$ cat config.mk
export PLATFORM = sky130hd
export DESIGN_NAME = mc_datapath_hs
export DESIGN_NICKNAME = d
export VERILOG_FILES = /design/src/rtl/mc_datapath_hs.sv
export SDC_FILE = /design/constraint.sdc
export NUM_CORES = 2
export LEC_CHECK = 0
export ABC_AREA = 0
export BUFFER_PORTS_ARGS = -buffer_cell sky130_fd_sc_hd__buf_2
export CAP_MARGIN = 40
export CORE_MARGIN = 1
export CORE_UTILIZATION = 45
export CTS_CLUSTER_DIAMETER = 50
export DETAILED_ROUTE_END_ITERATION = 10
export GPL_ROUTABILITY_DRIVEN = 0
export PLACE_DENSITY = 0.6
export SLEW_MARGIN = 20
export SYNTH_ARGS = -nofsm -noshare
export SYNTH_HDL_FRONTEND = slang
export SYNTH_SLANG_ARGS = --single-unit
$ cat constraint.sdc
create_clock -name clk -period 56.1 [get_ports clk]
set_input_delay 11.22 -clock clk [delete_from_list [all_inputs] [get_ports clk]]
set_output_delay 11.22 -clock clk [all_outputs]
set_load 0.02 [all_outputs]
$ cat src/rtl/mc_datapath_hs.sv
// Multicycle MIPS datapath with a request/ready memory handshake.
// Memory wait states raise stall, which freezes every architectural register.
module mc_datapath_hs #(
  parameter int                ADDR_W   = 16,
  parameter int                DATA_W   = 32,
  parameter logic [ADDR_W-1:0] RESET_PC = '0,
  parameter int                CNT_W    = 16
) (
  input  logic              clk,
  input  logic              reset,
  input  logic              PCWrite,
  input  logic              PCWriteCond,
  input  logic              BranchNE,
  input  logic [1:0]        PCSource,
  input  logic              IorD,
  input  logic              MemRead,
  input  logic              MemWrite,
  input  logic              IRWrite,
  input  logic              RegWrite,
  input  logic [1:0]        RegDst,
  input  logic [1:0]        MemToReg,
  input  logic              ALUSrcA,
  input  logic [1:0]        ALUSrcB,
  input  logic              zero,
  input  logic [DATA_W-1:0] aluResult,
  input  logic              mem_ready,
  input  logic [DATA_W-1:0] mem_rdata,
  output logic [5:0]        op,
  output logic [5:0]        funct,
  output logic [DATA_W-1:0] aluParamData1,
  output logic [DATA_W-1:0] aluParamData2,
  output logic              mem_req,
  output logic              mem_we,
  output logic [ADDR_W-1:0] mem_addr,
  output logic [DATA_W-1:0] mem_wdata,
  output logic              stall,
  output logic [CNT_W-1:0]  stall_cnt
);

  typedef enum logic {S_IDLE, S_WAIT} mem_state_e;

  mem_state_e        state_q, state_d;
  logic [ADDR_W-1:0] addr_q, addr_d;
  logic              we_q, we_d;
  logic [DATA_W-1:0] wdata_q, wdata_d;

  logic [ADDR_W-1:0] pc_q, pc_d;
  logic [DATA_W-1:0] ir_q, ir_d;
  logic [DATA_W-1:0] mdr_q, mdr_d;
  logic [DATA_W-1:0] a_q, a_d;
  logic [DATA_W-1:0] b_q, b_d;
  logic [DATA_W-1:0] alu_out_q, alu_out_d;
  logic [CNT_W-1:0]  stall_cnt_q, stall_cnt_d;
  logic [DATA_W-1:0] rf_q [32];

  logic              req_raw;
  logic              we_raw;
  logic              live_req;
  logic [ADDR_W-1:0] live_addr;
  logic              rd_done;
  logic              pc_en;
  logic [ADDR_W-1:0] pc_next;
  logic [ADDR_W-1:0] jump_target;
  logic [DATA_W-1:0] pc_ext;
  logic [DATA_W-1:0] sext_imm;
  logic              rf_we;
  logic [4:0]        rf_waddr;
  logic [DATA_W-1:0] rf_wdata;

  assign pc_ext      = DATA_W'(pc_q);
  assign sext_imm    = DATA_W'(signed'(ir_q[15:0]));
  assign jump_target = ADDR_W'({ir_q[25:0], 2'b00});
  assign live_req    = MemRead | MemWrite;
  assign live_addr   = IorD ? alu_out_q[ADDR_W-1:0] : pc_q;

  // Memory handshake: the issue cycle drives the live mux, WAIT replays the latched request.
  // NOTE: every always_comb output gets a default first, so no path leaves a latch behind.
  always_comb begin
    state_d   = state_q;
    addr_d    = addr_q;
    we_d      = we_q;
    wdata_d   = wdata_q;
    req_raw   = 1'b0;
    we_raw    = MemWrite;
    mem_addr  = live_addr;
    mem_wdata = b_q;
    case (state_q)
      S_IDLE: begin
        req_raw = live_req;
        if (live_req && !mem_ready) begin
          state_d = S_WAIT;
          addr_d  = live_addr;
          we_d    = MemWrite;
          wdata_d = b_q;
        end
      end
      S_WAIT: begin
        req_raw   = 1'b1;
        we_raw    = we_q;
        mem_addr  = addr_q;
        mem_wdata = wdata_q;
        if (mem_ready) state_d = S_IDLE;
      end
      default: state_d = S_IDLE;
    endcase
  end

  // Reset also masks the request so a controller still asserting MemRead cannot leak one out.
  assign mem_req = req_raw & ~reset;
  assign mem_we  = we_raw & mem_req;
  assign stall   = mem_req & ~mem_ready;
  assign rd_done = mem_req & mem_ready & ~mem_we;

  always_comb begin
    aluParamData1 = ALUSrcA ? a_q : pc_ext;
    case (ALUSrcB)
      2'b00:   aluParamData2 = b_q;
      2'b01:   aluParamData2 = DATA_W'(4);
      2'b10:   aluParamData2 = sext_imm;
      default: aluParamData2 = sext_imm << 2;
    endcase
  end

  always_comb begin
    case (PCSource)
      2'b00:   pc_next = aluResult[ADDR_W-1:0];
      2'b01:   pc_next = alu_out_q[ADDR_W-1:0];
      2'b10:   pc_next = jump_target;
      default: pc_next = a_q[ADDR_W-1:0];
    endcase
    pc_en = (PCWrite | (PCWriteCond & (zero ^ BranchNE))) & ~stall;
    pc_d  = pc_en ? pc_next : pc_q;

    mdr_d = rd_done ? mem_rdata : mdr_q;
    ir_d  = (rd_done && IRWrite) ? mem_rdata : ir_q;

    a_d       = a_q;
    b_d       = b_q;
    alu_out_d = alu_out_q;
    if (!stall) begin
      a_d       = rf_q[ir_q[25:21]];
      b_d       = rf_q[ir_q[20:16]];
      alu_out_d = aluResult;
    end

    stall_cnt_d = stall_cnt_q;
    if (stall && (stall_cnt_q != '1)) stall_cnt_d = stall_cnt_q + CNT_W'(1);
  end

  always_comb begin
    case (RegDst)
      2'b01:   rf_waddr = ir_q[15:11];
      2'b10:   rf_waddr = 5'd31;
      default: rf_waddr = ir_q[20:16];
    endcase
    case (MemToReg)
      2'b01:   rf_wdata = mdr_q;
      2'b10:   rf_wdata = pc_ext;
      default: rf_wdata = alu_out_q;
    endcase
    // r0 is never written, so its reset value of zero is what every read sees.
    rf_we = RegWrite & ~stall & (rf_waddr != 5'd0);
  end

  // NOTE: state updates use non-blocking assignments so all registers sample pre-edge values.
  always_ff @(posedge clk or posedge reset) begin
    if (reset) begin
      state_q     <= S_IDLE;
      addr_q      <= '0;
      we_q        <= 1'b0;
      wdata_q     <= '0;
      pc_q        <= RESET_PC;
      ir_q        <= '0;
      mdr_q       <= '0;
      a_q         <= '0;
      b_q         <= '0;
      alu_out_q   <= '0;
      stall_cnt_q <= '0;
    end else begin
      state_q     <= state_d;
      addr_q      <= addr_d;
      we_q        <= we_d;
      wdata_q     <= wdata_d;
      pc_q        <= pc_d;
      ir_q        <= ir_d;
      mdr_q       <= mdr_d;
      a_q         <= a_d;
      b_q         <= b_d;
      alu_out_q   <= alu_out_d;
      stall_cnt_q <= stall_cnt_d;
    end
  end

  // NOTE: the register file must come out of reset all-zero, so it is built from resettable flops, not RAM.
  always_ff @(posedge clk or posedge reset) begin
    if (reset) begin
      for (int i = 0; i < 32; i++) rf_q[i] <= '0;
    end else if (rf_we) begin
      rf_q[rf_waddr] <= rf_wdata;
    end
  end

  assign op        = ir_q[31:26];
  assign funct     = ir_q[5:0];
  assign stall_cnt = stall_cnt_q;

endmodule

== Word-level counts from Yosys, hierarchy flattened ==
Index checks and enable logic that the tools add are counted.
Widths: inputs -> output; s select.

* Order comparisons: 4
* Mux-type cells: 22
* $add $sub $neg: 1
* Reductions and logical operators: 9
* Eq/ne operators: 9
* Bitwise logic cells: 20

{| class="wikitable"
|+ Operators with widths
! operator !! count
|-
| $bwmux 1024 || 1
|-
| $bmux 32 s5 || 2
|-
| $mux 32 || 7
|-
| $demux 32 s5 || 1
|-
| $pmux 32 s3 || 1
|-
| $pmux 32 s2 || 1
|-
| $pmux 16 s3 || 1
|-
| $mux 16 || 2
|-
| $ge 6x6->1 const B || 3
|-
| $not 5->6 || 3
|-
| $add 16x1->16 const B || 1
|-
| $ne 16x16->1 const B || 1
|-
| $pmux 5 s2 || 1
|-
| $and 1x1->1 || 9
|-
| $eq 2x1->1 const B || 4
|-
| $eq 2x2->1 const B || 4
|-
| $lt 6x1->1 const B || 1
|-
| $not 1->1 || 5
|-
| $reduce_bool 5->1 || 1
|-
| $logic_and 1x1->1 || 4
|-
| $logic_not 2->1 || 2
|-
| $pmux 1 s2 || 2
|-
| $mux 1 || 3
|-
| $or 1x1->1 || 2
|-
| 3 further kinds || 3
|}

* Bits in registers: 1,266
* Output and inout bits: 143
* Input port bits: 85
* Word-level logic and storage cells: 108

== Longest topological paths before layout ==
* Depth after elaboration: 8
* Depth in mapped cells: 10
* Gate-level depth less buffers: 7

== Worst setup path after synthesis ==
No wires, ideal clock.

* Kind: input-to-reg
* From: input port reset
* To: register ir_q[30]
* Required time: 55.942 ns
* Stages: 3
* Path slack: 13.153 ns
* Library setup time: 0.158 ns
* Buffers on the path: 0
* Data arrival time: 42.789 ns
* Path through: inv_1 nand4_1 mux2_2

* Cells in the longest elaborated chain, start to end: 6

{| class="wikitable"
|+ Ends and longest elaborated chain
! what !! line !! source
|-
| from (decl) || 10 || <nowiki>input logic reset,</nowiki>
|-
| $not 1->1 (*) || 109 || <nowiki>assign mem_req = req_raw & ~reset;</nowiki>
|-
| $and 1x1->1 (*) || 109 ||
|-
| $and 1x1->1 || 110 || <nowiki>assign mem_we = we_raw & mem_req;</nowiki>
|-
| $not 1->1 || 112 || <nowiki>assign rd_done = mem_req & mem_ready & ~mem_we;</nowiki>
|-
| $and 1x1->1 (*) || 112 ||
|-
| $logic_and 1x1->1 (*) || 135 || <nowiki>ir_d = (rd_done && IRWrite) ? mem_rdata : ir_q;</nowiki>
|-
| to (signal assigned) || 185 || <nowiki>ir_q <= ir_d;</nowiki>
|-
| to (decl) || 48 || <nowiki>logic [DATA_W-1:0] ir_q, ir_d;</nowiki>
|}

Mark *: on every way between the ends. The rest lies on a longest branch, timed or not.
A chain may end at the register's enable or synchronous reset.

== Worst setup path after layout ==
* From: input port MemWrite
* To: output port stall

* Cells in the longest elaborated chain, start to end: 4

{| class="wikitable"
|+ Ends and longest elaborated chain
! what !! line !! source
|-
| from (decl) || 17 || <nowiki>input logic MemWrite,</nowiki>
|-
| $or 1x1->1 || 73 || <nowiki>assign live_req = MemRead | MemWrite;</nowiki>
|-
| $pmux 1 s2 || 87 || <nowiki>case (state_q)</nowiki>
|-
| $and 1x1->1 || 109 ||
|-
| $and 1x1->1 || 111 || <nowiki>assign stall = mem_req & ~mem_ready;</nowiki>
|-
| to (decl) || 36 || <nowiki>output logic stall,</nowiki>
|}

Every way passes these cells.

==> key figures <==
Logic synthesis
  – Post-synthesis cell count: 5,328
  – Syn Area/Cell: 12.6 um^2
  – Top_reg_cell synth: dfrtp_1
  – Post-synth EDFFs: 0
  – Seq cells post-synth: 1,266
  – Post-synth ARST share: 100%
  – Post-synthesis sequential area ratio: 47.4%
  – Post-synthesis instance area: 66,900 um^2
  – Syn Nets: about 5.4k
  – Yosys warns: 0
  – Yosys cell types: 51

Global routing
  – Congestion Overflow GR: 0
  – Antenna violations before repair: 13
  – Largest net degree at the start of global routing: 162
  – Global-route wire length before repair: 331 mm
  – Number of global-route vias before repair: 47.0k
  – Total global routing track utilization: 29.8%

Floorplan
  – Ports: 228
  – Starting Density: 45.3%
  – DIE AREA: around 150,000 um^2
  – Height of the die: 387 um
  – FP Rows: 141
  – Die W: between 300 and 400 um
  – CORE AREA: 148,000 um^2

Power
  – Combinational share of power: 34.6%
  – Leak: 34.9 nW
  – Design internal power: 2.36 mW
  – Power density over the cells: 49.1 nW/um^2
  – Tot Pwr: between 3 and 4 mW
  – Sw frac: 36.1%
  – Worst VDD drop: about 27 uV
  – Clk pwr share: 26.6%
  – NetSw: 1.33 mW
  – Seq pwr share: 38.8%

Drt
  – DRC: 4
  – Antenna-violating nets left: 0
  – Initial drt markers: roughly 4.1k
  – Pre-antenna DRT Iters: 10
  – Drt total wl: 226 mm
  – Vias per cell: 6.36
  – Vias: between 40k and 50k
  – WL/cell: 30.7 um

Clock network
  – Root buffer cell: clkbuf_16
  – Post-CTS Setup Bufs: 0
  – Hold_buf cts: 0
  – CTS tree: done
  – Total CTS buffers: 150
  – H-tree depth: 4
  – PostCTS Resize Cnt: 0
  – Clock latency on the worst-skew pair: 800 ps
  – Clk buf depth: 3
  – Clock transition at path regs: 50 ps
  – Clock Sinks: 1,266

Worst setup path
  – Startpoint types: primary input
  – CP dominant cell by count: buf_2
  – CP Data Arrival Time: 12,980 ps
  – CP required: around 45,000 ps
  – CP max stage cell: buf_4
  – CP cell instances: buf_2, nor3_2, or3_2, buf_4, inv_8, buf_2
  – CP Capture Type: output pin
  – Largest fanout on the critical path: 60
  – CP max stage delay: about 590 ps
  – Worst setup path class: primary input to output pin

Status
  – Failing checks: design-rule violations
  – Status: finished with violations

STA
  – Max Freq: about 0.041 GHz
  – Post-Route Setup TNS: 0 ps
  – Period utilization: 43.1%
  – # setup viols final: 0
  – Final Hold Viols: 0
  – Post-layout min period: around 24,000 ps
  – Slew Viols, Final: 0
  – Slew @ Worst Pin: 1160 ps
  – Worst Skew: between 20 and 30 ps
  – Max_slew headroom: 22.9%
  – RSZ-0062 raised after global routing: no

Placed design
  – Cell Area, Placed: 70,000 um^2
  – IO buf count: 227
  – Post-DP HPWL: 128 mm

Final layout
  – Sequential Area: 31,700 um^2
  – # fillers: between 10k and 15k
  – Final net count: about 5.4k
  – Synth-to-Final Area Change: 12.3%
  – Post-route cell area: approximately 75,000 um^2
  – Multi-input logic area: 32,900 um^2
  – Layout cells sized above 1: 34.6%

Min path
  – Hold Crit Class: flop to flop

Job
  – Max Cap Viol: 0
==> per-layer routing <==
layer | up-vias | track usage, % | part of all wire [%]
met5 | - | 0 | 0.024
met4 | 8 | 10.4 | 3.6
met3 | 451 | 5.22 | 6.7
met2 | 1754 | 46.6 | 46
met1 | 24700 | 41.5 | 44
li1 | 19900 | - | -
==> flip-flops by register name, summed over array words and instances, names as in the netlist <==
register	cells
stall_cnt	16
b_q	32
addr_q	16
pc_q	16
mdr_q	32
wdata_q	32
rf_q	1024
we_q	1
ir_q	32
state_q	1
alu_out_q	32
a_q	32
==> cell usage after synthesis (all sizes together) (14+ instances only) <==
library cell,number,area share (%)
a21o,16,0.18
a21oi,136,1.0
a221oi,128,1.7
a22o,143,1.9
a22oi,272,3.1
and2,19,0.18
buf,260,2.2
clkbuf,300,1.7
dfrtp,1266,47
mux2,1213,20
mux2i,1031,15
mux4,14,0.47
nand2,230,1.3
nand4,15,0.19
nor2,51,0.39
o21ai,35,0.26
o22ai,64,0.60
o41ai,64,0.84
==> per-stage QoR <==
stage          std cells  utilization, %  hold slack (ps)  worst slack (ps)
2_1_floorplan       5328               -              435              9160
3_3_place_gp        7058            46.9              384             31940
3_5_place_dp        7086            47.4              388             31910
4_1_cts             7345            50.7              400             31910
5_1_grt             7356            50.8              411             31790
6_report            7358            50.8              398             31900
==> final timing paths <==
| path | endpoint | slack (ps) | startpoint | cells past startpoint |
|---|---|---|---|---|
| worst min register to register | rf_q[1014] | 400 | rf_q[1014] | 0 |
| worst min-delay path | rf_q[1014] | 400 | rf_q[1014] | 0 |
| worst max-delay path | stall | 31900 | MemWrite | 6 |
| max in group asynchronous | rf_q[783] | 42720 | reset | 7 |
| worst max register to register | b_q[11] | 51360 | ir_q[16] | 10 |
| min in group asynchronous | addr_q[15] | 10460 | reset | 2 |
==> worst max-delay path, delay by kind of cell <==
| kind | cells | cell delay [ps] |
|---|---|---|
| buffers and inverters | 4 | 1340 |
| AND/OR/NAND/NOR | 2 | 380 |
==> cells in the final DEF, fill, tap and decap left out, types with 4 or more instances in the layout <==
cell | netlist | routed
clkbuf_16 | 0 | 151
nand4_1 | 12 | 12
diode_2 | 0 | 6
clkbuf_8 | 0 | 30
a221oi_1 | 128 | 128
clkinvlp_4 | 0 | 6
mux2_2 | 1139 | 1139
buf_2 | 173 | 227
nand2b_1 | 8 | 4
a21oi_1 | 135 | 135
mux2_1 | 74 | 74
a22o_1 | 143 | 143
nand2b_2 | 0 | 4
a21o_1 | 16 | 16
o21ai_2 | 0 | 26
clkinv_2 | 0 | 22
xor2_1 | 5 | 5
o21ai_1 | 1 | 7
a22oi_1 | 272 | 272
bufinv_16 | 0 | 11
mux4_2 | 14 | 14
buf_12 | 0 | 22
inv_6 | 0 | 9
buf_4 | 32 | 123
nor2_4 | 8 | 32
nor2b_4 | 0 | 7
xnor2_1 | 9 | 9
o41ai_1 | 64 | 64
nor2_1 | 38 | 19
clkbuf_1 | 300 | 27
and2_1 | 19 | 17
ha_1 | 6 | 4
o22ai_1 | 64 | 64
dfrtp_1 | 1266 | 1263
inv_1 | 7 | 6
mux2i_1 | 1031 | 1031
buf_16 | 0 | 21
nand2_1 | 230 | 228
==> layout make-up <==
class                   count  share of cell area, %
clock buffers             208                   5.72
well taps                1930                   3.22
inverters                   8                 0.0600
repair buffers            395                   4.14
diodes                      6                 0.0200
multi-input cells        3494                   43.8
clock inverters            51                  0.790
flip-flops and latches   1266                   42.2
==> kinds of logic (layout without fill, tap and decap cells) <==
kind of cell               after synthesis  after routing  share of synthesized area, %
AOI/OAI and AO/OA                      870            870                          9.66
xor gates and xnor gates                14             14                         0.183
adders and majority gates                6              6                         0.112
buffers and inverters                  568            662                          3.96
DFF                                   1266           1266                          47.4
muxes                                 2258           2258                          36.3
other                                    0              6                             0
and+or+nand+nor                        346            346                          2.37
==> power by group through the flow <==
stage	registers [mW]	clock network (mW)	logic, mW
2_1_floorplan	1.35	0	0.937
3_3_place_gp	1.43	0	1.23
3_5_place_dp	1.44	0	1.26
4_1_cts	1.42	0.995	1.26
5_1_grt	1.46	1.03	1.35
6_report	1.43	0.981	1.27
(Power assumes the default switching activity.)
